===== config.mk =====
export PLATFORM = sky130hd
export DESIGN_NAME = sram_arbiter_flat
export DESIGN_NICKNAME = d
export VERILOG_FILES = /design/src/rtl/sram_arbiter_if.sv /design/src/rtl/sram_arbiter.sv /design/src/flat_wrapper.sv
export SDC_FILE = /design/constraint.sdc
export NUM_CORES = 1
export LEC_CHECK = 0
export ABC_AREA = 0
export BUFFER_PORTS_ARGS = -buffer_cell sky130_fd_sc_hd__buf_2
export CORE_MARGIN = 3
export CORE_UTILIZATION = 44
export CTS_CLUSTER_SIZE = 14
export DETAILED_ROUTE_END_ITERATION = 10
export PLACE_DENSITY_LB_ADDON = 0.12
export SYNTH_ARGS = -nofsm -noshare
export SYNTH_HDL_FRONTEND = slang
export SYNTH_SLANG_ARGS = --single-unit
export TNS_END_PERCENT = 1

===== constraint.sdc =====
create_clock -name Clock -period 1.9 [get_ports Clock]
set_clock_uncertainty 0.05 [all_clocks]
set_input_delay 0.285 -clock Clock [delete_from_list [all_inputs] [get_ports Clock]]
set_output_delay 0.285 -clock Clock [all_outputs]
set_load 0.05 [all_outputs]

===== src/rtl/sram_arbiter_if.sv =====
// Signal bundle between two requesters, the SRAM arbiter and SRAM_Controller.
// The arbiter uses the slave view; the requesters and the controller use the master view.
interface sram_arbiter_if;
  logic        M0_req;
  logic [17:0] M0_address;
  logic        M0_we_n;
  logic [15:0] M0_write_data;
  logic        M0_grant;
  logic [15:0] M0_read_data;
  logic        M0_read_valid;

  logic        M1_req;
  logic [17:0] M1_address;
  logic        M1_we_n;
  logic [15:0] M1_write_data;
  logic        M1_grant;
  logic [15:0] M1_read_data;
  logic        M1_read_valid;

  logic        SRAM_ready;
  logic [17:0] SRAM_address;
  logic [15:0] SRAM_write_data;
  logic        SRAM_we_n;
  logic [15:0] SRAM_read_data;

  modport slave (
    input  M0_req, M0_address, M0_we_n, M0_write_data,
    output M0_grant, M0_read_data, M0_read_valid,
    input  M1_req, M1_address, M1_we_n, M1_write_data,
    output M1_grant, M1_read_data, M1_read_valid,
    input  SRAM_ready, SRAM_read_data,
    output SRAM_address, SRAM_write_data, SRAM_we_n
  );

  modport master (
    output M0_req, M0_address, M0_we_n, M0_write_data,
    input  M0_grant, M0_read_data, M0_read_valid,
    output M1_req, M1_address, M1_we_n, M1_write_data,
    input  M1_grant, M1_read_data, M1_read_valid,
    output SRAM_ready, SRAM_read_data,
    input  SRAM_address, SRAM_write_data, SRAM_we_n
  );
endinterface


===== src/rtl/sram_arbiter.sv =====
// Two-master round-robin arbiter for the single SRAM_Controller port, with bounded burst hold
// and a read-tag pipeline that routes returning read data to the requester that issued it.
module sram_arbiter #(
  parameter int READ_LATENCY = 3,
  parameter int MAX_BURST    = 4
) (
  input  logic          Clock,
  input  logic          Resetn,
  sram_arbiter_if.slave bus
);
  localparam int NUM_M = 2;
  localparam int AW    = 18;
  localparam int DW    = 16;
  localparam logic [3:0] BURST_MAX = 4'(MAX_BURST);

  typedef enum logic { OWN_M0 = 1'b0, OWN_M1 = 1'b1 } owner_e;

  typedef struct packed {
    logic [AW-1:0] addr;
    logic          we_n;
    logic [DW-1:0] wdata;
  } req_t;

  typedef struct packed {
    logic   vld;
    owner_e owner;
  } tag_t;

  logic   [NUM_M-1:0] req;
  req_t   [NUM_M-1:0] m_req;
  logic   [NUM_M-1:0] gnt;
  logic               any_gnt;
  owner_e             gnt_owner;
  owner_e             contend_pick;
  req_t               sel;

  owner_e             last_owner_d, last_owner_q;
  logic   [3:0]       burst_cnt_d, burst_cnt_q;
  logic   [AW-1:0]    sram_addr_d, sram_addr_q;
  logic   [DW-1:0]    sram_wdata_d, sram_wdata_q;
  logic               sram_we_n_d, sram_we_n_q;
  tag_t   [READ_LATENCY-1:0] tag_d, tag_q;
  logic   [NUM_M-1:0] rv_d, rv_q;

  assign req[0]   = bus.M0_req;
  assign req[1]   = bus.M1_req;
  assign m_req[0] = {bus.M0_address, bus.M0_we_n, bus.M0_write_data};
  assign m_req[1] = {bus.M1_address, bus.M1_we_n, bus.M1_write_data};

  // Under contention the current owner keeps the port until its burst budget is spent.
  assign contend_pick = (burst_cnt_q < BURST_MAX) ? last_owner_q : owner_e'(~last_owner_q);

  always_comb begin
    gnt = '0;
    if (Resetn && bus.SRAM_ready) begin
      case (req)
        2'b01:   gnt = 2'b01;
        2'b10:   gnt = 2'b10;
        2'b11:   gnt = (contend_pick == OWN_M1) ? 2'b10 : 2'b01;
        default: gnt = '0;
      endcase
    end
  end

  assign any_gnt   = |gnt;
  assign gnt_owner = gnt[1] ? OWN_M1 : OWN_M0;
  assign sel       = gnt[1] ? m_req[1] : m_req[0];

  // Burst bookkeeping freezes while the controller is not ready.
  always_comb begin
    last_owner_d = last_owner_q;
    burst_cnt_d  = burst_cnt_q;
    if (bus.SRAM_ready) begin
      if (req == '0) begin
        burst_cnt_d = '0;
      end else if (any_gnt) begin
        if (gnt_owner == last_owner_q) begin
          if (burst_cnt_q != BURST_MAX) burst_cnt_d = burst_cnt_q + 4'd1;
        end else begin
          last_owner_d = gnt_owner;
          burst_cnt_d  = 4'd1;
        end
      end
    end
  end

  always_comb begin
    sram_addr_d  = sram_addr_q;
    sram_wdata_d = sram_wdata_q;
    sram_we_n_d  = 1'b1;
    if (any_gnt) begin
      sram_addr_d  = sel.addr;
      sram_wdata_d = sel.wdata;
      sram_we_n_d  = sel.we_n;
    end
  end

  // Tag pipeline shifts every cycle, ready or not, so in-flight reads always drain.
  always_comb begin
    tag_d[0].vld   = any_gnt & sel.we_n;
    tag_d[0].owner = gnt_owner;
    for (int i = 1; i < READ_LATENCY; i++) tag_d[i] = tag_q[i-1];
  end

  for (genvar m = 0; m < NUM_M; m++) begin : g_rv
    assign rv_d[m] = tag_q[READ_LATENCY-1].vld &&
                     (logic'(tag_q[READ_LATENCY-1].owner) == 1'(m));
  end

  always_ff @(posedge Clock or negedge Resetn) begin
    if (!Resetn) begin
      last_owner_q <= OWN_M0;
      burst_cnt_q  <= '0;
      sram_addr_q  <= '0;
      sram_wdata_q <= '0;
      sram_we_n_q  <= 1'b1;
      tag_q        <= '0;
      rv_q         <= '0;
    end else begin
      last_owner_q <= last_owner_d;
      burst_cnt_q  <= burst_cnt_d;
      sram_addr_q  <= sram_addr_d;
      sram_wdata_q <= sram_wdata_d;
      sram_we_n_q  <= sram_we_n_d;
      tag_q        <= tag_d;
      rv_q         <= rv_d;
    end
  end

  assign bus.M0_grant        = gnt[0];
  assign bus.M1_grant        = gnt[1];
  assign bus.M0_read_data    = bus.SRAM_read_data;
  assign bus.M1_read_data    = bus.SRAM_read_data;
  assign bus.M0_read_valid   = rv_q[0];
  assign bus.M1_read_valid   = rv_q[1];
  assign bus.SRAM_address    = sram_addr_q;
  assign bus.SRAM_write_data = sram_wdata_q;
  assign bus.SRAM_we_n       = sram_we_n_q;

  a_rv_onehot:  assert property (@(posedge Clock) disable iff (!Resetn) !(rv_q[0] && rv_q[1]));
  a_gnt_onehot: assert property (@(posedge Clock) disable iff (!Resetn) !(gnt[0] && gnt[1]));
endmodule


===== src/flat_wrapper.sv =====
// flat-port wrapper written by rule: the top's interface ports become plain ports
module sram_arbiter_flat 
#(
  parameter int READ_LATENCY = 3,
  parameter int MAX_BURST    = 4
)
  (Clock, Resetn, bus_M0_req, bus_M0_address, bus_M0_we_n, bus_M0_write_data, bus_M0_grant, bus_M0_read_data, bus_M0_read_valid, bus_M1_req, bus_M1_address, bus_M1_we_n, bus_M1_write_data, bus_M1_grant, bus_M1_read_data, bus_M1_read_valid, bus_SRAM_ready, bus_SRAM_read_data, bus_SRAM_address, bus_SRAM_write_data, bus_SRAM_we_n);
  sram_arbiter_if bus_i ();
  input  logic Clock;
  input  logic Resetn;
  input wire logic [$bits(bus_i.M0_req)-1:0] bus_M0_req;
  input wire logic [$bits(bus_i.M0_address)-1:0] bus_M0_address;
  input wire logic [$bits(bus_i.M0_we_n)-1:0] bus_M0_we_n;
  input wire logic [$bits(bus_i.M0_write_data)-1:0] bus_M0_write_data;
  output wire logic [$bits(bus_i.M0_grant)-1:0] bus_M0_grant;
  output wire logic [$bits(bus_i.M0_read_data)-1:0] bus_M0_read_data;
  output wire logic [$bits(bus_i.M0_read_valid)-1:0] bus_M0_read_valid;
  input wire logic [$bits(bus_i.M1_req)-1:0] bus_M1_req;
  input wire logic [$bits(bus_i.M1_address)-1:0] bus_M1_address;
  input wire logic [$bits(bus_i.M1_we_n)-1:0] bus_M1_we_n;
  input wire logic [$bits(bus_i.M1_write_data)-1:0] bus_M1_write_data;
  output wire logic [$bits(bus_i.M1_grant)-1:0] bus_M1_grant;
  output wire logic [$bits(bus_i.M1_read_data)-1:0] bus_M1_read_data;
  output wire logic [$bits(bus_i.M1_read_valid)-1:0] bus_M1_read_valid;
  input wire logic [$bits(bus_i.SRAM_ready)-1:0] bus_SRAM_ready;
  input wire logic [$bits(bus_i.SRAM_read_data)-1:0] bus_SRAM_read_data;
  output wire logic [$bits(bus_i.SRAM_address)-1:0] bus_SRAM_address;
  output wire logic [$bits(bus_i.SRAM_write_data)-1:0] bus_SRAM_write_data;
  output wire logic [$bits(bus_i.SRAM_we_n)-1:0] bus_SRAM_we_n;
  assign bus_i.M0_req = bus_M0_req;
  assign bus_i.M0_address = bus_M0_address;
  assign bus_i.M0_we_n = bus_M0_we_n;
  assign bus_i.M0_write_data = bus_M0_write_data;
  assign bus_M0_grant = bus_i.M0_grant;
  assign bus_M0_read_data = bus_i.M0_read_data;
  assign bus_M0_read_valid = bus_i.M0_read_valid;
  assign bus_i.M1_req = bus_M1_req;
  assign bus_i.M1_address = bus_M1_address;
  assign bus_i.M1_we_n = bus_M1_we_n;
  assign bus_i.M1_write_data = bus_M1_write_data;
  assign bus_M1_grant = bus_i.M1_grant;
  assign bus_M1_read_data = bus_i.M1_read_data;
  assign bus_M1_read_valid = bus_i.M1_read_valid;
  assign bus_i.SRAM_ready = bus_SRAM_ready;
  assign bus_i.SRAM_read_data = bus_SRAM_read_data;
  assign bus_SRAM_address = bus_i.SRAM_address;
  assign bus_SRAM_write_data = bus_i.SRAM_write_data;
  assign bus_SRAM_we_n = bus_i.SRAM_we_n;
  sram_arbiter #(.READ_LATENCY(READ_LATENCY), .MAX_BURST(MAX_BURST)) u_core (.Clock(Clock), .Resetn(Resetn), .bus(bus_i));
endmodule

---- Word-level counts from Yosys, hierarchy flattened ----
Index checks and enable logic that the tools add are counted.
storage, ports and cells
  flip-flop bits (word level) ............. 48
  output and inout bits ................... 71
  word-level logic and storage cells ...... 44
cells by class
  add/subtract/negate cells ............... 1
  $lt $le $gt $ge ......................... 1
  equal/unequal tests ..................... 6
  mux-type cells .......................... 11
  bitwise logic cells ..................... 5
  reductions and logical operators ........ 8
operator list
  kind                   count
  $mux W35               1
  $mux W4                4
  $pmux W2 S3            1
  $add A4 B1 Y4 const B  1
  $eq A2 B2 Y1 const B   2
  $lt A4 B3 Y1 const B   1
  $mux W2                2
  $ne A4 B3 Y1 const B   1
  $not A1 Y1             4
  $reduce_and A4 Y1      1
  $logic_and A1 B1 Y1    3
  $mux W1                3
  $ne A3 B2 Y1 const B   1
  $reduce_and A3 Y1      1
  $eq A2 B1 Y1 const B   1
  $logic_not A2 Y1       1
  $reduce_bool A2 Y1     1
  $reduce_or A2 Y1       1
  $and A1 B1 Y1          1
  $eq A1 B1 Y1           1

---- Depth between registers and ports, before layout ----
  word-level depth ........................ 10
  mapped depth ............................ 6
  depth with buffers taken out ............ 6

---- Worst setup path after synthesis ----
Ideal clock, no wire load.
  path kind ............................... reg-to-output
  start point ............................. register u_core.burst_cnt_q[3]
  end point ............................... output bus_M1_grant
  arrival time ............................ 2.200 ns
  required time ........................... 1.565 ns
  path slack .............................. -0.635 ns
  cell stages (with the launch flop) ...... 6
  cell sequence ........................... dfrtp_1 -> buf_6 -> o21a_4 -> o21a_4 -> clkbuf_2 -> nor3_1
between the ends
  cells in the longest elaborated chain, start to end .. 5
RTL lines
  element                 line                 RTL
  from (decl)             sram_arbiter.sv:38   logic [3:0] burst_cnt_d, burst_cnt_q;
  from (signal assigned)  sram_arbiter.sv:121  burst_cnt_q <= burst_cnt_d;
  $lt A4 B3 Y1            sram_arbiter.sv:51   assign contend_pick = (burst_cnt_q < BURST_MAX) ? last_owner_q : owner_e'(~last_owner_q);
  $mux W1                 sram_arbiter.sv:51
  $mux W2                 sram_arbiter.sv:59   2'b11: gnt = (contend_pick == OWN_M1) ? 2'b10 : 2'b01;
  $pmux W2 S3             sram_arbiter.sv:56   case (req)
  $mux W2                 sram_arbiter.sv:55   if (Resetn && bus.SRAM_ready) begin
  to (decl)               flat_wrapper.sv:22   output wire logic [$bits(bus_i.M1_grant)-1:0] bus_M1_grant;
Every way passes these cells.

---- Worst setup path after layout ----
Same ends and word-level chain as after synthesis.

==> run_results.csv <==
group,metric,value,unit
sta,period_minus_slack,1.86,ns
synth,synth_area_leaders,"dfrtp_1 (43%), buf_4 (9.1%), a31oi_1 (8.1%), nand3_1 (6.7%), o21ai_0 (6.3%)",
power_and_ir_drop,power.density,1300,nW/um^2
clocking,clk_latency,0.31,ns
final_layout,finalNonFillerCells,457,
synth,synth.largest_area_cell,"dfrtp_1",
flow_run,drv_cap,0,
final_layout,multi_input_area,1110,sq um
detailed_routing,ant_nets,0,
critical_path,critPathRequiredTime,1.56,ns
critical_path,cp_common_cell,"o21a_4",
outcome,outcome,"finished clean",
synth,ys_ff_latch,48,
sta,fmax,539,MHz
global_route,grt_pass1_wl,11.6,mm
synth,ys.flop_type,"dfrtp_1",
place,placed_area,3120,sq um
sta,finalCritPeriodShare,0.977,
clocking,root_buffer,"clkbuf_8",
synth,synthMuxAreaShare,0.00924,
detailed_routing,drt_iter0_drc,135,
critical_path,critPathMaxStageDelay,0.42,ns
synth,synth_edf_count,0,
synth,async_flop_share,1.00,
place,hpwl,5.25,mm
synth,syn_inst,299,
global_route,grt_max_degree,43,
critical_path,worstPathCellList,"o21a_4 > o21a_4 > nor3_4 > buf_6",
global_route,antenna_found_initial,0,
clocking,ctsHtreeMaxLevel,2,
synth,yosys.area_share.simple,0.164,
critical_path,crit_fanout,2,
detailed_routing,drc,0,
detailed_routing,viasPerCell,5.41,
die,core,5740,sq um
synth,synthAdderAreaFrac,0.00924,
global_route,grt_pass1_vias,2347,
critical_path,cp-start-kind,"flop",
synth,syn_nets,392,
clocking,cts.sinks,48,
power_and_ir_drop,leakagePower,1.49,nW
final_layout,fillers,550,
detailed_routing,routed_wl,7.31,mm
final_layout,nets,477,
sta,finalSetupViolations,0,
power_and_ir_drop,max-vdd-ir-drop,0.000609,V
synth,synth_compound_area_frac,0.222,
die,die_w,84.4,um
die,start_util,0.471,
detailed_routing,topRoutingLayerUsed,"met4",
final_layout,register_area,1200,sq um
sta,hold_viol,0,
global_route,grt_overflow,0,
detailed_routing,routed-wl-met2,3.37,mm
synth,synthDistinctLibCells,40,
sta,tightest_slew,0.529,ns
synth,yosysWarnings,0,
final_layout,final_area,3290,sq um
die,die_area,7130,sq um
synth,synth_area,2710,sq um
clocking,cts_buffers,5,
place,dpl.cell_count,442,
place,gp_congestion,0.833,
clocking,cts_buffer_depth,2,
die,io_pins,162,
sta,slew_headroom,0.647,
critical_path,path_class,"reg -> out",
critical_path,worstSetupEndpointType,"output port",
sta,whs,0.0546,ns
hold_path,hp-class,"in -> async",
clocking,clk_pin_slew,0.09,ns
die,rows,27,
critical_path,critical_path_arrival,1.52,ns
final_layout,drive_gt1_frac,0.403,
detailed_routing,wl_met1,3.07,mm
detailed_routing,dr_wl_met3,647,um
detailed_routing,drt-pass1-iter-count,4,
final_layout,diodes,0,
sta,rsz0062_at_grt,"true",
global_route,grt_usage,0.203,
clocking,cts_tree,"yes",
sta,setup-tns-final,0,ns
final_layout,area_growth,21.6,%
synth,seq_area_frac_synth,0.444,
place,port_buffers,113,
sta,drv_slew,0,
synth,synth_top_family_by_area,"compound AO/OA/AOI/OAI gates",
synth,synth.avg_cell_area,9.06,sq um
detailed_routing,detail_route.wl_per_cell,16.0,um
synth,synth_xor_area_frac,0,
critical_path,cp_slowest_cell,"dfrtp_2",
synth,synth_top_area_share,0.434,
detailed_routing,dr_total_vias,2472,
die,die_h,84.4,um
[synth_stat cells (all sizes together) (3+ instances only)]
cell / n
buf: 48
dfrtp: 47
o21ai: 39
nor2: 38
nand3: 36
a31oi: 35
clkbuf: 9
nand2: 5
a21oi: 3
inv: 3
nor2b: 3
o211ai: 3
o21a: 3
o31ai: 3
[worst paths after layout]
kind,from,end,slack (ns),depth (start not counted)
worst max-delay path,u_core.burst_cnt_q[3],bus_M1_grant,0.04,4
worst min-delay path,Resetn,u_core.tag_d[2],0.05,2
worst max register to register,u_core.burst_cnt_q[3],u_core.burst_cnt_q[2],0.14,6
worst min register to register,u_core.tag_d[2],u_core.tag_d[4],0.30,0
max in group asynchronous,Resetn,u_core.last_owner_q,1.20,3
min in group Clock,bus_M0_address[0],u_core.bus.SRAM_address[0],0.19,3
[layout by cell type, fill, tap and decap left out, types with 2 or more instances in the layout]
master / instances
nand4_1: 2
dfrtp_1: 45
buf_6: 3
nand2_1: 5
o211ai_1: 3
nor2_1: 37
clkbuf_8: 6
buf_4: 18
nand3b_1: 2
buf_2: 111
inv_1: 3
nor2b_1: 3
o31ai_1: 3
buf_12: 2
dfrtp_2: 2
and2_1: 2
a21oi_1: 2
nand3_1: 36
nand2b_1: 2
a31oi_1: 35
o21ai_1: 4
o21ai_0: 34
ha_1: 2
o21a_4: 2
nor3_4: 2
[final cells by class]
class	instances	share of cell area
clock inverters	1	0.00228
repair buffers	135	0.235
inverters	4	0.00456
well taps	72	0.0274
flip-flops and latches	48	0.366
multi-input cells	190	0.339
clock buffers	7	0.0262
[metal layers]
metal  global-route usage  up-vias
li1                     -     1199
met1                0.264     1137
met2                0.312      107
met3               0.0589       29
met4               0.0935        0
met5                    0        -
[state kept, by name, summed over array words and instances (netlist names)]
signal,flops
u_core.last_owner_q,1
u_core.bus.SRAM_write_data,16
u_core.rv_q,2
u_core.bus.SRAM_address,18
u_core.tag_d,4
u_core.bus.SRAM_we_n,1
u_core.tag_q,2
u_core.burst_cnt_q,4
[what timing repair did]
| item | CTS | global route |
|---|---|---|
| endpoints found under the setup margin | 2 | 2 |
| buffers inserted | 2 | 4 |
| gates resized for setup | 7 | 1 |
| hold buffers | 1 | 0 |
| endpoints found under the hold margin | 6 | 0 |
| pin swaps | 0 | 5 |
[per-stage QoR]
step | power [W] | util | setup slack, ns
2_1_floorplan | 0.00324 | - | -0.191
3_3_place_gp | 0.00353 | 0.543 | 0.202
3_5_place_dp | 0.00355 | 0.543 | 0.185
4_1_cts | 0.00424 | 0.568 | 0.00252
5_1_grt | 0.00454 | 0.573 | -0.0137
6_report | 0.00428 | 0.573 | 0.0438
[kinds of logic after synthesis]
family	Yosys count
compound gates	93
buf+inv	61
simple gates	93
mux	2
fa+ha+maj	2
flops	48
[where the power goes]
part	switching [W]	leakage, nW	internal, W
logic	0.00150	0.892	0.000730
registers	0.000149	0.556	0.00126
clock network	0.000350	0.0445	0.000296
[critical path, delay by kind of cell (launching register included)]
kind,cells,cell delay (ns)
DFF,1,0.42
buffers and inverters,1,0.18
and+or+nand+nor,1,0.19
AOI/OAI and AO/OA,2,0.42
No activity file was read; power rests on OpenSTA's default activity.
